**src/rtl/pll_drp_sequencer_if.sv**
```systemverilog
// Signal bundle between the host, the DRP sequencer and the PLL DRP/RST pins.
// The slave modport is the sequencer's view; the master modport is the environment's view.
interface pll_drp_sequencer_if #(
  parameter int DEPTH = 8
);
  localparam int IDXW = (DEPTH > 1) ? $clog2(DEPTH) : 1;
  localparam int CNTW = $clog2(DEPTH + 1);

  logic            CFG_WE;
  logic [IDXW-1:0] CFG_IDX;
  logic [6:0]      CFG_ADDR;
  logic [15:0]     CFG_MASK;
  logic [15:0]     CFG_DATA;
  logic            SEN;
  logic [CNTW-1:0] SCOUNT;
  logic            BUSY;
  logic            SRDY;
  logic            ERR;
  logic [6:0]      DADDR;
  logic            DEN;
  logic            DWE;
  logic [15:0]     DI;
  logic [15:0]     DO;
  logic            DRDY;
  logic            LOCKED;
  logic            PLL_RST;
  logic [3:0]      DBG_STATE;

  modport slave (
    input  CFG_WE, CFG_IDX, CFG_ADDR, CFG_MASK, CFG_DATA, SEN, SCOUNT, DO, DRDY, LOCKED,
    output BUSY, SRDY, ERR, DADDR, DEN, DWE, DI, PLL_RST, DBG_STATE
  );

  modport master (
    output CFG_WE, CFG_IDX, CFG_ADDR, CFG_MASK, CFG_DATA, SEN, SCOUNT, DO, DRDY, LOCKED,
    input  BUSY, SRDY, ERR, DADDR, DEN, DWE, DI, PLL_RST, DBG_STATE
  );
endinterface

```
**src/rtl/pll_drp_sequencer.sv**
```systemverilog
// PLL DRP reconfiguration sequencer: holds the PLL in reset, read-modify-writes
// a host-loaded table of DRP registers, releases reset and waits for lock.
module pll_drp_sequencer #(
  parameter int DEPTH        = 8,
  parameter int DRDY_TIMEOUT = 64,
  parameter int LOCK_TIMEOUT = 4096
) (
  input logic                 DCLK,
  input logic                 RST,
  pll_drp_sequencer_if.slave  bus
);
  localparam int IDXW = (DEPTH > 1) ? $clog2(DEPTH) : 1;
  localparam int CNTW = $clog2(DEPTH + 1);
  localparam int TMAX = (DRDY_TIMEOUT > LOCK_TIMEOUT) ? DRDY_TIMEOUT : LOCK_TIMEOUT;
  localparam int TW   = $clog2(TMAX + 1);

  typedef enum logic [3:0] {
    S_IDLE      = 4'd0,
    S_ARST      = 4'd1,
    S_READ      = 4'd2,
    S_WAIT_R    = 4'd3,
    S_WRITE     = 4'd4,
    S_WAIT_W    = 4'd5,
    S_RELEASE   = 4'd6,
    S_WAIT_LOCK = 4'd7,
    S_DONE      = 4'd8,
    S_ABORT     = 4'd9
  } state_t;

  // Handshakes: SEN is a request accepted only in a cycle with BUSY=0, and every
  // accepted request is answered by exactly one SRDY pulse. DEN is a one-cycle
  // request and the access stays outstanding until DRDY is sampled in a wait state.

  logic [6:0]  tbl_addr_q [DEPTH];
  logic [15:0] tbl_mask_q [DEPTH];
  logic [15:0] tbl_data_q [DEPTH];

  state_t          state_q, state_d;
  logic [IDXW-1:0] ptr_q, ptr_d;
  logic [CNTW-1:0] n_q, n_d;
  logic [TW-1:0]   timer_q, timer_d;
  logic [15:0]     rdata_q, rdata_d;
  logic            err_q, err_d;
  logic [6:0]      daddr_q, daddr_d;
  logic [15:0]     di_q, di_d;

  logic            idle;
  logic            cfg_wr;
  logic [CNTW-1:0] scount_sat;
  logic [CNTW-1:0] ptr_next;
  logic            last;
  logic [TW-1:0]   timer_inc;
  logic [6:0]      cur_addr;
  logic [15:0]     cur_mask;
  logic [15:0]     cur_data;
  logic [15:0]     wr_val;

  assign idle       = (state_q == S_IDLE);
  assign cfg_wr     = idle && bus.CFG_WE && ({1'b0, bus.CFG_IDX} < (IDXW + 1)'(DEPTH));
  assign scount_sat = (bus.SCOUNT > CNTW'(DEPTH)) ? CNTW'(DEPTH) : bus.SCOUNT;
  assign ptr_next   = CNTW'(ptr_q) + CNTW'(1);
  assign last       = (ptr_next >= n_q);
  assign timer_inc  = timer_q + TW'(1);
  assign cur_addr   = tbl_addr_q[ptr_q];
  assign cur_mask   = tbl_mask_q[ptr_q];
  assign cur_data   = tbl_data_q[ptr_q];
  // Mask bits keep the PLL's current contents; the rest come from the table.
  assign wr_val     = (rdata_q & cur_mask) | (cur_data & ~cur_mask);

  // The table survives RST so a host can re-run the last configuration.
  always_ff @(posedge DCLK) begin
    if (cfg_wr) begin
      tbl_addr_q[bus.CFG_IDX] <= bus.CFG_ADDR;
      tbl_mask_q[bus.CFG_IDX] <= bus.CFG_MASK;
      tbl_data_q[bus.CFG_IDX] <= bus.CFG_DATA;
    end
  end

  always_ff @(posedge DCLK) begin
    if (RST) begin
      state_q <= S_IDLE;
      ptr_q   <= '0;
      n_q     <= '0;
      timer_q <= '0;
      rdata_q <= '0;
      err_q   <= 1'b0;
      daddr_q <= '0;
      di_q    <= '0;
    end else begin
      state_q <= state_d;
      ptr_q   <= ptr_d;
      n_q     <= n_d;
      timer_q <= timer_d;
      rdata_q <= rdata_d;
      err_q   <= err_d;
      daddr_q <= daddr_d;
      di_q    <= di_d;
    end
  end

  always_comb begin
    state_d = state_q;
    ptr_d   = ptr_q;
    n_d     = n_q;
    timer_d = timer_q;
    rdata_d = rdata_q;
    err_d   = err_q;
    daddr_d = daddr_q;
    di_d    = di_q;
    case (state_q)
      S_IDLE: begin
        if (bus.SEN) begin
          state_d = S_ARST;
          n_d     = scount_sat;
          ptr_d   = '0;
          err_d   = 1'b0;
        end
      end
      S_ARST: state_d = (n_q == '0) ? S_RELEASE : S_READ;
      S_READ: begin
        state_d = S_WAIT_R;
        timer_d = '0;
        daddr_d = cur_addr;
      end
      S_WAIT_R: begin
        timer_d = timer_inc;
        if (bus.DRDY) begin
          rdata_d = bus.DO;
          state_d = S_WRITE;
        end else if (timer_inc == TW'(DRDY_TIMEOUT)) begin
          state_d = S_ABORT;
        end
      end
      S_WRITE: begin
        state_d = S_WAIT_W;
        timer_d = '0;
        daddr_d = cur_addr;
        di_d    = wr_val;
      end
      S_WAIT_W: begin
        timer_d = timer_inc;
        if (bus.DRDY) begin
          if (last) begin
            state_d = S_RELEASE;
          end else begin
            state_d = S_READ;
            ptr_d   = IDXW'(ptr_next);
          end
        end else if (timer_inc == TW'(DRDY_TIMEOUT)) begin
          state_d = S_ABORT;
        end
      end
      S_RELEASE: begin
        state_d = S_WAIT_LOCK;
        timer_d = '0;
      end
      S_WAIT_LOCK: begin
        timer_d = timer_inc;
        if (bus.LOCKED) begin
          state_d = S_DONE;
        end else if (timer_inc == TW'(LOCK_TIMEOUT)) begin
          state_d = S_ABORT;
        end
      end
      S_DONE:  state_d = S_IDLE;
      S_ABORT: state_d = S_IDLE;
      default: state_d = S_IDLE;
    endcase
    if (state_d == S_ABORT) err_d = 1'b1;
  end

  always_comb begin
    bus.BUSY      = (state_q != S_IDLE);
    bus.SRDY      = (state_q == S_DONE) || (state_q == S_ABORT);
    bus.ERR       = err_q;
    bus.DEN       = (state_q == S_READ) || (state_q == S_WRITE);
    bus.DWE       = (state_q == S_WRITE);
    bus.DADDR     = bus.DEN ? cur_addr : daddr_q;
    bus.DI        = (state_q == S_WRITE) ? wr_val : di_q;
    bus.PLL_RST   = (state_q == S_ARST) || (state_q == S_READ) || (state_q == S_WAIT_R) ||
                    (state_q == S_WRITE) || (state_q == S_WAIT_W);
    bus.DBG_STATE = state_q;
  end
endmodule

```
**src/flat_wrapper.sv**
```systemverilog
// flat-port wrapper written by rule: the top's interface ports become plain ports
module pll_drp_sequencer_flat 
#(
  parameter int DEPTH        = 8,
  parameter int DRDY_TIMEOUT = 64,
  parameter int LOCK_TIMEOUT = 4096
)
  (DCLK, RST, bus_CFG_WE, bus_CFG_IDX, bus_CFG_ADDR, bus_CFG_MASK, bus_CFG_DATA, bus_SEN, bus_SCOUNT, bus_DO, bus_DRDY, bus_LOCKED, bus_BUSY, bus_SRDY, bus_ERR, bus_DADDR, bus_DEN, bus_DWE, bus_DI, bus_PLL_RST, bus_DBG_STATE);
  pll_drp_sequencer_if #(.DEPTH(DEPTH)) bus_i ();
  input logic DCLK;
  input logic RST;
  input wire logic [$bits(bus_i.CFG_WE)-1:0] bus_CFG_WE;
  input wire logic [$bits(bus_i.CFG_IDX)-1:0] bus_CFG_IDX;
  input wire logic [$bits(bus_i.CFG_ADDR)-1:0] bus_CFG_ADDR;
  input wire logic [$bits(bus_i.CFG_MASK)-1:0] bus_CFG_MASK;
  input wire logic [$bits(bus_i.CFG_DATA)-1:0] bus_CFG_DATA;
  input wire logic [$bits(bus_i.SEN)-1:0] bus_SEN;
  input wire logic [$bits(bus_i.SCOUNT)-1:0] bus_SCOUNT;
  input wire logic [$bits(bus_i.DO)-1:0] bus_DO;
  input wire logic [$bits(bus_i.DRDY)-1:0] bus_DRDY;
  input wire logic [$bits(bus_i.LOCKED)-1:0] bus_LOCKED;
  output wire logic [$bits(bus_i.BUSY)-1:0] bus_BUSY;
  output wire logic [$bits(bus_i.SRDY)-1:0] bus_SRDY;
  output wire logic [$bits(bus_i.ERR)-1:0] bus_ERR;
  output wire logic [$bits(bus_i.DADDR)-1:0] bus_DADDR;
  output wire logic [$bits(bus_i.DEN)-1:0] bus_DEN;
  output wire logic [$bits(bus_i.DWE)-1:0] bus_DWE;
  output wire logic [$bits(bus_i.DI)-1:0] bus_DI;
  output wire logic [$bits(bus_i.PLL_RST)-1:0] bus_PLL_RST;
  output wire logic [$bits(bus_i.DBG_STATE)-1:0] bus_DBG_STATE;
  assign bus_i.CFG_WE = bus_CFG_WE;
  assign bus_i.CFG_IDX = bus_CFG_IDX;
  assign bus_i.CFG_ADDR = bus_CFG_ADDR;
  assign bus_i.CFG_MASK = bus_CFG_MASK;
  assign bus_i.CFG_DATA = bus_CFG_DATA;
  assign bus_i.SEN = bus_SEN;
  assign bus_i.SCOUNT = bus_SCOUNT;
  assign bus_i.DO = bus_DO;
  assign bus_i.DRDY = bus_DRDY;
  assign bus_i.LOCKED = bus_LOCKED;
  assign bus_BUSY = bus_i.BUSY;
  assign bus_SRDY = bus_i.SRDY;
  assign bus_ERR = bus_i.ERR;
  assign bus_DADDR = bus_i.DADDR;
  assign bus_DEN = bus_i.DEN;
  assign bus_DWE = bus_i.DWE;
  assign bus_DI = bus_i.DI;
  assign bus_PLL_RST = bus_i.PLL_RST;
  assign bus_DBG_STATE = bus_i.DBG_STATE;
  pll_drp_sequencer #(.DEPTH(DEPTH), .DRDY_TIMEOUT(DRDY_TIMEOUT), .LOCK_TIMEOUT(LOCK_TIMEOUT)) u_core (.DCLK(DCLK), .RST(RST), .bus(bus_i));
endmodule
```
**config.mk**
```make
export PLATFORM = sky130hd
export DESIGN_NAME = pll_drp_sequencer_flat
export DESIGN_NICKNAME = d
export VERILOG_FILES = /design/src/rtl/pll_drp_sequencer_if.sv /design/src/rtl/pll_drp_sequencer.sv /design/src/flat_wrapper.sv
export SDC_FILE = /design/constraint.sdc
export NUM_CORES = 1
export LEC_CHECK = 0
export BUFFER_PORTS_ARGS = -buffer_cell sky130_fd_sc_hd__buf_2
export CORE_MARGIN = 5
export CORE_UTILIZATION = 50
export DETAILED_ROUTE_END_ITERATION = 8
export PLACE_DENSITY = 0.66
export SETUP_SLACK_MARGIN = 0.5
export SKIP_CTS_REPAIR_TIMING = 1
export SLEW_MARGIN = 20
export SYNTH_ARGS = -nofsm -noshare
export SYNTH_HDL_FRONTEND = slang
export SYNTH_SLANG_ARGS = --single-unit
```
**constraint.sdc**
```tcl
create_clock -name DCLK -period 6.5 [get_ports DCLK]
set_clock_uncertainty 0.05 [all_clocks]
set_input_delay 0.975 -clock DCLK [delete_from_list [all_inputs] [get_ports DCLK]]
set_output_delay 0.975 -clock DCLK [all_outputs]
set_load 0.1 [all_outputs]
```
======== Word-level counts from Yosys, hierarchy flattened ========
Memories as Yosys holds them, arrays and structs flattened. A register that Yosys moved wholly into a read port is not among the register bits.
Cells that the tools add are included.
operators by class
  add/sub/neg operators ................... 2
  equality and inequality tests ........... 15
  magnitude comparators ................... 2
  reductions and logical operators ........ 21
  muxes and demuxes ....................... 28
  multiply operators ...................... 0
  bitwise logic cells ..................... 4
  shift-type cells ........................ 0
  div/mod/pow operators ................... 0
operator list
  cell                                                               number
  3-bit two-way mux                                                  11
  16-bit AND                                                         2
  4-bit case mux with 8 select lines                                 1
  4-bit two-way mux                                                  7
  13-bit case mux with 2 select lines                                1
  4-bit by 3-bit == test with 1-bit output (second input constant)   4
  16-bit two-way mux                                                 1
  16-bit NOT                                                         1
  16-bit OR                                                          1
  13-bit by 1-bit adder with 13-bit output (second input constant)   1
  13-bit == test (second input constant)                             1
  13-bit by 7-bit == test with 1-bit output (second input constant)  1
  4-bit == test (second input constant)                              3
  4-bit by 2-bit == test with 1-bit output (second input constant)   2
  4-bit zero test                                                    2
  2-bit nonzero test                                                 4
  7-bit two-way mux                                                  1
  1-bit logical OR                                                   6
  2-bit != test (second input constant)                              3
  3-bit case mux with 2 select lines                                 1
  2-bit AND reduction                                                3
  3-bit OR reduction                                                 2
  1-bit two-way mux                                                  5
  3-bit by 1-bit adder with 4-bit output (second input constant)     1
  other kinds (7)                                                    7
word-level totals
  RAM bits ................................ 312
  bits in latches ......................... 0
  memory bits (read-only) ................. 0
  register bits after elaboration ......... 64
  memories ................................ 3
  input port bits ......................... 68
memories
  name               depth  bits a word  rd ports  clocked after memory_dff  wr ports  RTL line                 text
  u_core.tbl_data_q  8      16           1         1                         1         pll_drp_sequencer.sv:36  logic [15:0] tbl_data_q [DEPTH];
  u_core.tbl_mask_q  8      16           1         1                         1         pll_drp_sequencer.sv:35  logic [15:0] tbl_mask_q [DEPTH];
  u_core.tbl_addr_q  8      7            1         1                         1         pll_drp_sequencer.sv:34  logic [6:0] tbl_addr_q [DEPTH];

======== Longest topological paths before layout ========
Gate-level depths: netlist (run 1).
  depth in word-level cells ............... 8
  depth in mapped cells ................... 8

======== Worst setup path before layout (run 1) ========
No wires, ideal clock.
  path type ............................... register -> register
  start point ............................. register u_core.state_q[1], in the netlist u_core.bus.DBG_STATE[1]
  end point ............................... memory u_core.tbl_addr_q[1][0], enable pin
  path slack .............................. 1.523 ns
  stages on the path, launching flop included .. 5
  required time ........................... 5.966 ns
  arrival ................................. 4.443 ns
  cells stage by stage .................... dfxtp_1 -> buf_2 -> nor4_1 -> nand3_1 -> nor3_1
on the way
  longest elaborated chain between the ends .. 4
RTL lines
  element                                  RTL line                 text
  start: declaration                       pll_drp_sequencer.sv:38  state_t state_q, state_d;
  start signal: assignment                 pll_drp_sequencer.sv:90  state_q <= state_d;
  4-bit zero test                          pll_drp_sequencer.sv:58  assign idle = (state_q == S_IDLE);
  1-bit logical AND                        pll_drp_sequencer.sv:59  assign cfg_wr = idle && bus.CFG_WE && ({1'b0, bus.CFG_IDX} < (IDXW + 1)'(DEPTH));
  1-bit two-way mux                        pll_drp_sequencer.sv:72  if (cfg_wr) begin
  1-bit two-way mux (not written as such)  pll_drp_sequencer.sv:73  tbl_addr_q[bus.CFG_IDX] <= bus.CFG_ADDR;
  end: declaration                         pll_drp_sequencer.sv:34
No other way between the ends.

==> impl_summary.md, run 1 <==
Outcome
The run finished with clean final reports.

Synthesis
The area fraction of the dominant cell type after synthesis is ~62%. Synthesis handed over a netlist of a little over 900 instances. Yosys attributes the largest share of cell area to sky130_fd_sc_hd__edfxtp_1, sky130_fd_sc_hd__mux4_2, sky130_fd_sc_hd__dfxtp_1. The cell taking the most area after synthesis is sky130_fd_sc_hd__edfxtp_1. The share of the Yosys chip area taken by registers is between 70 and 80%. The area of the mapped netlist is about 0.015 mm2. By count the netlist is led by sky130_fd_sc_hd__edfxtp_1, sky130_fd_sc_hd__mux4_2, sky130_fd_sc_hd__a21oi_1, sky130_fd_sc_hd__dfxtp_1, sky130_fd_sc_hd__nand2_1. For this run, asynchronously set or reset flops after synthesis account for 0%.

Dividing the synthesized area by the synthesized cell count gives 16.67 um2. After synthesis the netlist holds a flip-flop and latch count of approximately 380. By instance count, the leading cell after synthesis is sky130_fd_sc_hd__edfxtp_1. In the synthesized netlist the dominant register cell turns out to be sky130_fd_sc_hd__edfxtp_1. The count of warnings emitted by yosys is 0. The netlist uses 50 different library cells.

The count of flip-flops with a built-in enable after synthesis is between 300 and 400. The number of nets produced by synthesis is around 1000.

STA
Setup repair after global routing left no endpoint under its margin. The slew at the pin closest to its max-slew limit is between 1 and 1.5 ns. For the finished layout, the period the worst path requires is 4.506 ns. In the finished design, the share of the clock period the worst path needs comes to between 60% and 70%. The maximum clock frequency is 221.9 MHz.

The final max-slew violation count was 0. Adding up every negative setup slack in the final design gives 0 ns. The number of hold violations in the final report is 0. Setup violations remaining at the end of the flow were counted as 0. The remaining max-slew budget at the tightest pin is about a quarter.

Critical path
The arrival time reported for the critical path endpoint is between 3 and 4 ns. The start-to-end type of the worst setup path is register to primary output. For this design, the slowest cell found on the critical path is sky130_fd_sc_hd__dfxtp_4.

Counting both buffers and inverters, the worst setup path holds a total of 2. The data required time at the worst endpoint is 5.47 ns. The biggest cell delay along the critical path is between 0.8 and 0.9 ns. Along the worst path, the maximum fanout reaches 38. The cell family contributing the most delay on the critical path is flip-flops. The worst setup path is launched from a register. Walking the worst path, the cells encountered are buf_4 > mux4_2 > mux2_2 > a221oi_2 > a21oi_1 > buf_2. STA classifies the critical path endpoint as a primary output.

Global routing
The first-pass GRT wire length is a little under 50000 um. Global routing consumed, on the met1 layer, between 20% and 30% of the routing resources. The met2 track demand over resource in global routing is approximately 31%. In the global route stage, met3 resource usage came out at 3.473%. The overall fraction of global-route tracks in use is roughly a fifth. The most used routing layer in global routing is met2. The pin count of the biggest net entering global routing is between 60 and 70. The via count of the first global-routing pass is 8358.

After global routing the overflow that remains totals 0. The initial antenna violation count is 4.

Floorplan
The floorplan step defined a die boundary enclosing ~0.034 mm2. Measured along the x axis, the die boundary spans between 150 and 200 um. The die is approximately 180 um tall.

The initial utilization of the core area, before any placement, comes to about half. The top-level I/O count is 101. The area of the core is ~0.030 mm2.

The floorplan has 63 rows.

Clock network
The clock root buffer is sky130_fd_sc_hd__clkbuf_16. The maximum count of clock buffers along a single path is 3. The number of H-tree levels is 2. Buffers inserted during clock tree synthesis total approximately 40. The clock-pin slew on the worst setup and hold paths is 0.06 ns. The later-pin clock latency in the skew report is 0.53 ns.

The CTS tree is yes. The count of clock tree sinks is approximately 380.

Routing
The first detailed-routing pass ran for 5 iterations. The number of nets with antenna violations after routing is 0. The total vias in the final route is roughly 8200. Dividing the detail-routed wire length by the instance count gives 21.83 um. After the first detailed-routing iteration, the DRC count stood at about 630. After detailed routing, the number of remaining DRC violations is 0.

Using the TritonRoute via totals, the vias-per-cell ratio works out to approximately 5.7. Summed over all layers, the routed wires come to ~31000 um.

Place
The number of instances in the placed design is between 1000 and 1500. The placed instances occupy a cell area of 0.01613 mm2. Detailed placement ended at an HPWL of approximately 18000 um.

In this run the tool buffered the top-level ports with 100 buffer cells. The weighted congestion at the end of routability-driven global placement is 0.8253.

Power
The switching power is between 0.002 and 0.0025 W. The part of the power in combinational logic is between 20% and 30%. The total power divided by cell area is between 300 and 400 mW/mm2. In this run, flip-flops and latches consume between 40 and 50% of the power.

VDD sags by at most ~0.54 mV. The cell internal power dissipation is approximately 0.0044 W. The analysis attributes to cell leakage a power of about 5.7 nW. Per report_power, the clock group accounts for approximately a third of the total. Net switching is around 33% of the power.

Cells and area
From synthesis to final layout, the design area changed by 14.74%. The share of post-route cells with drive strength above 1 is about 29%. The count of nets after finishing is about 1100. The number of standard cells in the final layout excluding fillers is about 1400. The number of fill cells is between 2000 and 2500. The finished cells cover between 0.015 and 0.02 mm2.

Worst hold path
The type of the most critical hold path is register to register.

Run
Across the run, the number of max-cap violations was 0.
routing by layer:
metal / wire (um) / share of wire (%) / up-vias
met3: 1702 / 5.4 / 41
li1: - / - / 3805
met1: 13580 / 43 / 4162
met5: 25 / 0.079 / -
met4: 606 / 1.9 / 4
met2: 15560 / 49 / 199
cell families after synthesis:
| group | share of synthesized area [%] |
|---|---|
| compound gates | 5.411 |
| xor+xnor | 0.3454 |
| buf+inv | 1.908 |
| flops | 70.39 |
| simple gates | 7.795 |
| mux | 13.66 |
| fa+ha+maj | 0.4934 |
worst paths after layout:
path / startpoint / to / slack [ns] / depth (start not counted)
max: register / bus_DI[9] / 1.99 / 6
min: u_core.n_q[3] / u_core.n_q[3] / 0.42 / 2
max reg2reg: u_core.bus.DBG_STATE[0] / u_core.tbl_data_q[7][14] / 3.34 / 4
min reg2reg: u_core.n_q[3] / u_core.n_q[3] / 0.42 / 2
state kept, by name (all words and copies together), names as in the netlist, named ones only:
name	flops
u_core.tbl_data_q	128
u_core.tbl_mask_q	128
u_core.tbl_addr_q	56
u_core.di_q	16
u_core.rdata_q	16
u_core.timer_q	13
u_core.daddr_q	7
u_core.bus.DBG_STATE	4
u_core.n_q	4
u_core.ptr_q	3
u_core.bus.ERR	1
layout by cell type (no fill, tap or decap), drive strengths merged, types with 15 or more instances in the layout:
master	n
edfxtp	312
buf	115
mux4	78
a21oi	68
dfxtp	67
nand2	60
clkbuf	55
nor2	51
nor2b	34
mux2	17
nor3b	17
nand3	15
through the flow:
| stage | utilization (%) | worst slack (ns) | total power [W] | hold slack, ns |
|---|---|---|---|---|
| 2_1_floorplan | - | 1.523 | 0.004093 | 0.3863 |
| 3_3_place_gp | 54.01 | 2.495 | 0.004377 | 0.3957 |
| 3_5_place_dp | 54.01 | 2.457 | 0.004389 | 0.4068 |
| 4_1_cts | 58.40 | 1.866 | 0.006650 | 0.4210 |
| 5_1_grt | 58.44 | 1.701 | 0.006830 | 0.4387 |
| 6_report | 58.44 | 1.994 | 0.006581 | 0.4168 |
worst min-delay path: cells and delay by family (launching register included):
kind	cells	cell delay [ns]
compound gates	1	0.05
flops	1	0.31
simple gates	1	0.05
final cells by class:
type,count,area (um2),share of cell area (%)
sequential,379,10720,61.39
multi-input combinational,473,4287,24.55
clock buffer,55,1089,6.235
timing repair buffer,115,613.1,3.512
tap,390,488.0,2.795
clock inverter,19,225.2,1.290
inverter,9,33.78,0.1935
antenna,2,5.005,0.02867
power by group through the flow:
| stage | Clock, W | Combinational [W] | Sequential [W] |
|---|---|---|---|
| after floorplan | 0 | 0.00119 | 0.00290 |
| after global placement | 0 | 0.00150 | 0.00288 |
| after detailed placement | 0 | 0.00151 | 0.00288 |
| after CTS | 0.00231 | 0.00151 | 0.00283 |
| after global routing | 0.00240 | 0.00158 | 0.00284 |
| final | 0.00225 | 0.00150 | 0.00283 |
Note: power is estimated with default switching activity, not from simulation.
==> run 2, diff against run 1 <==
ABC_AREA = 1   (was unset)
clock period = 4.7 ns   (was 6.5 ns; I/O delays follow)
==> impl_summary.md, run 2 <==
Routing
The residual DRC count came to 0 (unchanged). The wire length per cell was 20.07 um (was 21.83 um). The detailed-routing iteration count for the pre-antenna-repair pass is 5 (unchanged).

The total vias in the final route is 10430 (was 8211). The number of nets with antenna violations after routing was 0 (unchanged). The overall routed net length is 37190 um (was 31470 um). The via density per instance came to 5.630 (was 5.694). The number of violations reported at the end of detailed-routing iteration 0 was 824 (was 627).

Synthesis
The synthesized area per cell is 11.40 um2 (was 16.67 um2). The number of nets produced by synthesis is 1411 (was 987). Most instantiated cells after synthesis: sky130_fd_sc_hd__edfxtp_1, sky130_fd_sc_hd__nand2_1, sky130_fd_sc_hd__nor2_1, sky130_fd_sc_hd__o21ai_0, sky130_fd_sc_hd__dfxtp_1 (was sky130_fd_sc_hd__edfxtp_1, sky130_fd_sc_hd__mux4_2, sky130_fd_sc_hd__a21oi_1, sky130_fd_sc_hd__dfxtp_1, sky130_fd_sc_hd__nand2_1). The fraction of synthesis flops using an asynchronous set or reset pin was 0% (unchanged).

The fraction of the yosys area taken by sequential cells is 70.29% (was 70.39%). The cell taking the most area after synthesis is sky130_fd_sc_hd__edfxtp_1 (unchanged). The most frequent cell after synthesis is sky130_fd_sc_hd__edfxtp_1 (unchanged). The count of warnings emitted by yosys is 0 (unchanged).

The area of the mapped netlist is 0.01524 mm2 (was 0.01522 mm2). The flip-flop and latch count after synthesis is 379 (unchanged). The count of flip-flops with a built-in enable after synthesis was 312 (unchanged).

The gate count of the mapped netlist came to 1337 (was 913). The count of unique library cells instantiated by Yosys came to 35 (was 50). The area fraction of the dominant cell type after synthesis is 61.49% (was 61.57%). Ranking of synthesized cells by area: sky130_fd_sc_hd__edfxtp_1, sky130_fd_sc_hd__dfxtp_1, sky130_fd_sc_hd__o21ai_0 (was sky130_fd_sc_hd__edfxtp_1, sky130_fd_sc_hd__mux4_2, sky130_fd_sc_hd__dfxtp_1). The top flip-flop cell by instance count after synthesis was sky130_fd_sc_hd__edfxtp_1 (unchanged).

Outcome
Status: completed (unchanged).

Critical path
Worst path cell trace: inv_1 > nor2_2 > inv_2 > nor2_4 > inv_1 > nand2_1 > nand2_1 > buf_2 (was buf_4 > mux4_2 > mux2_2 > a221oi_2 > a21oi_1 > buf_2). The master of the slowest instance on the critical path is sky130_fd_sc_hd__nor2_4 (was sky130_fd_sc_hd__dfxtp_4). The data required time at the worst endpoint is 3.94 ns (was 5.47 ns). The arrival time reported for the critical path endpoint came to 3.04 ns (was 3.48 ns).

The setup slack of the most critical reg-to-reg path is 2.04 ns (was 3.34 ns). The startpoint of the most critical register-to-register path is u_core.bus.DBG_STATE[1] (was u_core.bus.DBG_STATE[0]). The biggest fanout along the worst timing path is 19 (was 38).

The number of cells traversed by the worst register-to-register path is 8 (was 4). The category of the worst setup path launch point is a register (unchanged). The start-to-end type of the worst setup path is register to primary output (unchanged). The critical path starts at u_core.bus.DBG_STATE[2].

The kind of end point of the critical path is a primary output (unchanged). The biggest cell delay along the critical path was 0.56 ns (was 0.86 ns).

Cells and area
Top Registers: u_core.tbl_data_q (128), u_core.tbl_mask_q (128), u_core.tbl_addr_q (56) (unchanged). The count of nets after finishing was 1499 (was 1093). The most frequent standard cell in the layout excluding fill and tap cells is sky130_fd_sc_hd__edfxtp_1 (unchanged). Leading cell types in the layout, fill and taps excluded: sky130_fd_sc_hd__edfxtp_1, sky130_fd_sc_hd__nand2_1, sky130_fd_sc_hd__nor2_1 (was sky130_fd_sc_hd__edfxtp_1, sky130_fd_sc_hd__buf_2, sky130_fd_sc_hd__mux4_2).

The growth of design area from synthesis to finish was 14.21% (was 14.74%). The number of fill cells is 2531 (was 2298). The share of post-route cells with drive strength above 1 was 14.56% (was 28.76%).

The final cell utilization of the core was 57.34% (was 58.44%).

Global routing
The via count of the first global-routing pass is 9976 (was 8358). The initial antenna violation count is 6 (was 4). The total grt overflow came to 0 (unchanged). The overall fraction of global-route tracks in use is 21.58% (was 18.64%).

The pin count of the biggest net entering global routing is 157 (was 64). The first-pass GRT wire length was 56500 um (was 48560 um).

Power
The part of the power in registers is 37.7% (was 43.0%). The switching power came to 0.004104 W (was 0.002202 W). The clock network power share was 29.0% (was 34.2%).

The standby leakage power is 6.196 nW (was 5.724 nW). The maximum vdd drop is 0.4392 mV (was 0.5367 mV). The part of the power in combinational logic came to 33.3% (was 22.8%).

The switching share of power is 38.85% (was 33.46%). The total power divided by cell area is 607.1 mW/mm2 (was 376.9 mW/mm2). The sum of internal, switching and leakage power is 0.01056 W (was 0.006581 W). The cell internal power dissipation came to 0.006461 W (was 0.004379 W).

Worst hold path
The cell depth of the worst min-delay path was 1 (was 2). The type of the most critical hold path was input pin to register (was register to register). The beginning of the worst hold path was bus_CFG_DATA[9] (was u_core.n_q[3]).

Floorplan
The area of the core came to 0.03035 mm2 (was 0.02987 mm2). The top-level I/O count is 101 (unchanged). The chip height came to 184.6 um (was 184.4 um).

The initial cell density of the core is 50.21% (was 50.93%). The count of standard-cell rows was 64 (was 63). The horizontal die dimension is 184.6 um (was 184.4 um).

The full die area was 0.03407 mm2 (was 0.03402 mm2).

STA
The final number of setup-violating endpoints is 0 (unchanged). For this run, the top clock speed supported by timing is around 260 MHz. The final max-slew violation count is 0 (unchanged). Counting I/O delays and the setup requirement, the final critical path takes 3.799 ns.

The post-route setup TNS is 0 ns (unchanged). The remaining max-slew budget at the tightest pin is 31.14% (was 25.73%). The fraction of the cycle the final worst path needs is 80.83%. The number of hold violations in the final report is 0 (unchanged).

The slew at the pin closest to its max-slew limit was 1.026 ns (was 1.113 ns). Unrepaired setup endpoints after global routing: no (unchanged).

Run
The count of max-cap constraint violations is 0 (unchanged).

Place
The total of buffers placed on input and output ports is 100 (unchanged). The detailed placement HPWL came to 20980 um (was 17950 um). The weighted congestion at the end of routability-driven global placement is 0.8667 (was 0.8253).

Clock network
The CTS tree is yes (unchanged). The later-pin clock latency in the skew report came to 0.54 ns (was 0.53 ns). The clock buffer count from CTS is 40 (was 41). The maximum count of clock buffers along a single path is 3 (unchanged). The count of clock tree sinks came to 379 (unchanged). The clock root buffer is sky130_fd_sc_hd__clkbuf_16 (unchanged). The number of H-tree levels came to 2 (unchanged). The clock-pin slew on the worst setup and hold paths is 0.06 ns (about the same).
run 2: cell count changes after synthesis, sizes merged, moves of 25 or more:
cell,before,now
nand2,60,201
nand3,15,40
o22ai,0,64
o21ai,12,185
mux4,78,0
inv,9,62
nor2b,34,0
nor2,51,203
run 2: logic make-up (layout without fill, tap and decap cells):
group / after synthesis / after routing / share of synthesized area [%]
simple gates: 471 / 471 / 12.88
buf+inv: 135 / 254 / 3.761
compound gates: 345 / 345 / 12.52
other cells: 0 / 1 / 0
xor+xnor: 1 / 1 / 0.05749
flops: 379 / 379 / 70.29
fa+ha+maj: 6 / 6 / 0.4927
run 2: worst max-delay path: cells and delay by family (launching register included):
family	cells	cell delay (ns)
flip-flops	1	0.41
AND/OR/NAND/NOR	4	1.02
buffers and inverters	4	1.06
run 2: cell type report:
| type | instances | area [um2] | share of cell area, % |
|---|---|---|---|
| diodes | 1 | 2.502 | 0.01438 |
| clock buffers | 54 | 1095 | 6.291 |
| repair buffers | 118 | 673.1 | 3.868 |
| multi-input cells | 823 | 3999 | 22.98 |
| flip-flops and latches | 379 | 10720 | 61.58 |
| inverters | 63 | 241.5 | 1.388 |
| well taps | 396 | 495.5 | 2.847 |
| clock inverters | 19 | 180.2 | 1.035 |
run 2: layer usage:
layer	vias to the layer above	part of all wire, %	track usage (%)
met2	317	48	35.21
met4	8	2.6	7.217
met5	-	0.13	0
met3	74	6.4	3.868
met1	5071	43	29.57
li1	4963	-	-
run 2: path summary, 6_finish.rpt:
path	end
worst max-delay path	bus_DI[9]
worst min-delay path	u_core.tbl_data_q[2][9]
worst max register to register	u_core.tbl_data_q[4][15]
worst min register to register	u_core.rdata_q[12]
run 2: through the flow:
step / instance area [um2] / hold slack (ns) / std cells / setup slack, ns
6_report: 17400 / 0.3785 / 1853 / 0.9010
5_1_grt: 17400 / 0.3751 / 1853 / 0.7202
4_1_cts: 17400 / 0.3608 / 1852 / 0.8962
3_5_place_dp: 16120 / 0.4040 / 1779 / 1.478
3_3_place_gp: 16120 / 0.3914 / 1779 / 1.488
2_1_floorplan: 15240 / 0.3792 / 1337 / -0.5513
run 2: power by group through the flow:
stage	Clock (W)	Combinational [W]	Sequential [W]
floorplan	0	0.00264	0.00411
global placement	0	0.00350	0.00404
detailed placement	0	0.00352	0.00405
CTS	0.00311	0.00354	0.00398
global route	0.00326	0.00381	0.00400
finish	0.00307	0.00352	0.00398
